**config.mk**
```make
export PLATFORM = sky130hd
export DESIGN_NAME = grid_loader
export DESIGN_NICKNAME = d
export VERILOG_FILES = /design/src/rtl/grid_loader.sv
export SDC_FILE = /design/constraint.sdc
export NUM_CORES = 1
export LEC_CHECK = 0
export ABC_AREA = 0
export BUFFER_PORTS_ARGS = -buffer_cell sky130_fd_sc_hd__buf_2
export CORE_UTILIZATION = 40
export CTS_CLUSTER_DIAMETER = 200
export DETAILED_ROUTE_END_ITERATION = 10
export GPL_TIMING_DRIVEN = 1
export PLACE_DENSITY_LB_ADDON = 0.12
export SYNTH_ARGS = -nofsm -noshare
export SYNTH_HDL_FRONTEND = slang
export SYNTH_SLANG_ARGS = --single-unit
```
**constraint.sdc**
```tcl
create_clock -name clk -period 4.4 [get_ports clk]
set_input_delay 0.22 -clock clk [delete_from_list [all_inputs] [get_ports clk]]
set_output_delay 0.22 -clock clk [all_outputs]
set_load 0.01 [all_outputs]
```
**src/rtl/grid_loader.sv**
```systemverilog
// Grid loader: assembles HEIGHT rows of WIDTH bits into an initial grid, commits it
// to system memory, then paces generation writes every STEP_CYCLES clocks in run mode.
module grid_loader #(
    parameter int WIDTH       = 8,
    parameter int HEIGHT      = 8,
    parameter int STEP_CYCLES = 4,
    parameter int GEN_WIDTH   = 16
) (
    input  logic                    clk,
    input  logic                    reset,
    input  logic                    start_load,
    input  logic                    run_enable,
    input  logic [WIDTH-1:0]        row_data,
    input  logic                    row_valid,
    output logic                    row_ready,
    output logic [WIDTH*HEIGHT-1:0] initial_out,
    output logic                    write_enable,
    output logic                    load_run,
    output logic                    busy,
    output logic [GEN_WIDTH-1:0]    generation
);

    localparam int DATA_SIZE = WIDTH * HEIGHT;
    localparam int ROW_W     = (HEIGHT > 1) ? $clog2(HEIGHT) : 1;
    localparam int TMR_W     = (STEP_CYCLES > 1) ? $clog2(STEP_CYCLES) : 1;
    localparam logic [ROW_W-1:0] LAST_ROW   = ROW_W'(HEIGHT - 1);
    localparam logic [TMR_W-1:0] TMR_RELOAD = TMR_W'(STEP_CYCLES - 1);

    typedef enum logic [1:0] {
        S_IDLE,
        S_LOAD,
        S_COMMIT,
        S_RUN
    } state_e;

    state_e                 state_q, state_d;
    logic [ROW_W-1:0]       row_cnt_q, row_cnt_d;
    logic [DATA_SIZE-1:0]   buf_q, buf_d;
    logic [DATA_SIZE-1:0]   init_q, init_d;
    logic [TMR_W-1:0]       timer_q, timer_d;
    logic [GEN_WIDTH-1:0]   gen_q, gen_d;

    always_ff @(posedge clk) begin
        if (reset) begin
            state_q   <= S_IDLE;
            row_cnt_q <= '0;
            buf_q     <= '0;
            init_q    <= '0;
            timer_q   <= TMR_RELOAD;
            gen_q     <= '0;
        end else begin
            state_q   <= state_d;
            row_cnt_q <= row_cnt_d;
            buf_q     <= buf_d;
            init_q    <= init_d;
            timer_q   <= timer_d;
            gen_q     <= gen_d;
        end
    end

    always_comb begin
        state_d      = state_q;
        row_cnt_d    = row_cnt_q;
        buf_d        = buf_q;
        init_d       = init_q;
        timer_d      = timer_q;
        gen_d        = gen_q;
        row_ready    = 1'b0;
        write_enable = 1'b0;
        load_run     = 1'b0;

        case (state_q)
            S_IDLE: begin
                if (start_load) begin
                    state_d   = S_LOAD;
                    row_cnt_d = '0;
                    buf_d     = '0;
                end else if (run_enable) begin
                    state_d = S_RUN;
                    timer_d = TMR_RELOAD;
                end
            end
            S_LOAD: begin
                row_ready = 1'b1;
                if (row_valid) begin
                    for (int unsigned r = 0; r < HEIGHT; r++) begin
                        if (row_cnt_q == ROW_W'(r)) begin
                            buf_d[r*WIDTH +: WIDTH] = row_data;
                        end
                    end
                    row_cnt_d = row_cnt_q + ROW_W'(1);
                    // Snapshot includes the row arriving this cycle.
                    if (row_cnt_q == LAST_ROW) begin
                        state_d = S_COMMIT;
                        init_d  = buf_d;
                    end
                end
            end
            S_COMMIT: begin
                write_enable = 1'b1;
                gen_d        = '0;
                if (run_enable) begin
                    state_d = S_RUN;
                    timer_d = TMR_RELOAD;
                end else begin
                    state_d = S_IDLE;
                end
            end
            S_RUN: begin
                load_run = 1'b1;
                if (start_load) begin
                    state_d   = S_LOAD;
                    row_cnt_d = '0;
                    buf_d     = '0;
                end else if (!run_enable) begin
                    state_d = S_IDLE;
                end else if (timer_q == '0) begin
                    write_enable = 1'b1;
                    timer_d      = TMR_RELOAD;
                    gen_d        = gen_q + GEN_WIDTH'(1);
                end else begin
                    timer_d = timer_q - TMR_W'(1);
                end
            end
            default: state_d = S_IDLE;
        endcase
    end

    assign busy        = (state_q != S_IDLE);
    assign initial_out = init_q;
    assign generation  = gen_q;

endmodule

```
==> impl_metrics.toml <==
[logic_synthesis]
ys_seq_elements = 143
async_flop_share_pct = 0
synth-edff-count = 0
yosysWarnings = 0
syn-mean-instance-area_um2 = 9.10
yosysUniqueCellTypes = 47
synth_area_mm2 = 0.00603
synthCells = 663
synth_flop_cell = "dfxtp_1"
mappedNetlistNets = 689
synth-seq-area-share_pct = 47.5

[cts]
cts_setup_buffers = 0
cts_buffers = 17
cts_hold_buf = 0
cts_resized = 0
clkSinkCount = 143
cts_buffer_depth = 2
clk_latency_ns = 0.42
root_buffer = "clkbuf_16"
cts_tree = "built"
clkTransAtPathRegs_ns = 0.06
htreeDepth = 4

[grt]
overflow = 0
grt_pass1_vias = 4720
grt_pass1_wl_um = 24300
grt_most_used_layer = "met2"
grt_usage_pct = 19.7
grt_max_degree = 121
grt_use_met1_pct = 25.1
grt_antenna_before_repair = 0
grtUsageMet3_pct = 5.37
gr-usage-met2_pct = 32.1

[hold_path]
hold_class = "in2reg"

[die]
core_region_area_mm2 = 0.0146
fp.dieW_um = 125
pin_count = 97
die_area_mm2 = 0.0156
chipHeight_um = 125
start_util_pct = 41.2
rows = 44

[power_and_ir_drop]
power_frac_seq_pct = 38.9
power_frac_clock_pct = 48.2
power_mw = 3.41
internal-power_mw = 2.55
vdd_ir_drop_max_uv = 269
p_sw_mw = 0.865
leakagePower_nw = 2.71
powerDensity_mw_per_mm2 = 472
pwr-share-comb_pct = 12.9
netSwitchingFraction_pct = 25.3

[timing]
final-hold-violation-count = 0
finalCritPeriodShare_pct = 55.8
finalMaxSlewViolations = 0
fin_setup_tns_ns = 0
skew_ns = 0.00719
tightestPinTransition_ns = 1.12
max-slew-margin-rel_pct = 25.4
rsz0062_at_grt = "false"
worst_hold_slack_ns = 0.240
fmax_mhz = 407
setup_viol = 0
fin_crit_ns = 2.46

[final_layout]
final_common_cell = "dfxtp_1"
syn_to_final_growth_pct = 19.9
final_util_pct = 49.4
mostFrequentLayoutCells = "dfxtp_1 (143), nor2_1 (136), buf_2 (95), nand2_1 (56), a22oi_1 (56)"
layout.cells.non_filler = 927
drive_above_1_share_pct = 19.4
antenna_cells = 0
nets = 756

[route]
dr.first_iter.drc_count = 247
via_count = 5034
ant_nets = 0
avgRoutedWirePerCell_um = 16.2
drc = 14
firstDrtPassIters = 8
routed_wl_um = 15000
vias_per_cell = 5.43

[status]
status = "complete, but fails checks"
violations = "DRC"

[placed_design]
dp_hpwl_um = 9590
dp_cells = 895
routabilityCongestion = 0.776
portBuffers = 96

[setup_path]
crit_arrival_ns = 2.78
cp_max_fo = 120
critical_path_required_ns = 4.72
critical_path_class = "reg2reg"
crit_path_start_kind = "flop"
crit_path_end_kind = "flop"

[run]
maxCapViolations = 0
## sequential cells by signal (all words and copies together), names as in the netlist
name and count:
initial_out 64, buf_q 56, generation 16, row_cnt_q 3, state_q 2, timer_q 2
## Yosys cell counts (3+ instances only)
library cell	number	area (µm²)
or3_1	3	18.8
and2_1	3	18.8
o211ai_1	7	52.6
buf_2	10	50.1
ha_1	13	163
clkbuf_1	34	128
mux2i_1	42	420
dfxtp_1	143	2860
nor2b_1	4	25.0
a311oi_1	16	140
nand4_1	4	25.0
nor2_1	136	510
o21ai_0	4	20.0
nand2b_1	5	31.3
and3_1	3	18.8
a211oi_1	45	338
nand2_1	56	210
inv_1	10	37.5
nand3_1	7	35.0
a22oi_1	56	420
xnor2_1	5	43.8
xor2_1	4	35.0
a21oi_1	19	95.1
nor3b_4	3	56.3
## power groups by stage
stage / clock (mW) / sequential (mW) / combinational, mW
after floorplan: 0 / 1.35 / 0.322
after CTS: 1.67 / 1.33 / 0.445
after detailed placement: 0 / 1.36 / 0.445
after global placement: 0 / 1.35 / 0.430
final: 1.64 / 1.33 / 0.442
after global routing: 1.74 / 1.33 / 0.487
## per-layer routing
metal  routed length [µm]  vias up
met2                 7200      139
met1                 6830     2370
met3                  823       12
met5                    0        -
met4                  153        0
li1                     -     2513
## stage by stage
| stage | cell area (µm²) | worst slack (ns) |
|---|---|---|
| after floorplan | 6030 | 2.57 |
| after global placement | 6550 | 2.04 |
| after detailed placement | 6550 | 1.94 |
| after CTS | 7230 | 1.90 |
| after global routing | 7230 | 1.66 |
| final | 7230 | 1.94 |
## cell families after synthesis
logic type / after synthesis / share of synthesized area (%)
compound gates: 161 / 19.9
xor+xnor: 9 / 1.31
fa+ha+maj: 13 / 2.70
buf+inv: 59 / 3.98
flops: 143 / 47.5
mux: 43 / 7.16
simple gates: 235 / 17.5
## final timing paths
kind	slack [ns]	startpoint	endpoint	cells past startpoint
hold reg to reg	0.46	initial_out[63]$_SDFFE_PP0P_	initial_out[63]$_SDFFE_PP0P_	2
setup reg to reg	1.94	row_cnt_q[2]$_SDFFE_PP0P_	initial_out[42]$_SDFFE_PP0P_	4
setup / recovery	1.94	row_cnt_q[2]$_SDFFE_PP0P_	initial_out[42]$_SDFFE_PP0P_	4
hold / removal	0.24	row_data[5]	initial_out[61]$_SDFFE_PP0P_	3
## worst max-delay path, cell delays in order, from the launching register on
cell and delay, ns:
dfxtp_1 0.70, ha_1 0.30, and3_4 0.94, nor2_1 0.08, a311oi_1 0.31
## layout make-up
| cell class | count | area (µm²) |
|---|---|---|
| tap | 184 | 230 |
| fill | 1448 | 7410 |
| inverter | 10 | 37.5 |
| multi-input combinational | 461 | 2930 |
| sequential | 143 | 2860 |
| timing repair buffer | 97 | 490 |
| clock buffer | 21 | 470 |
| clock inverter | 11 | 209 |
Note: power is estimated with default switching activity, not from simulation.
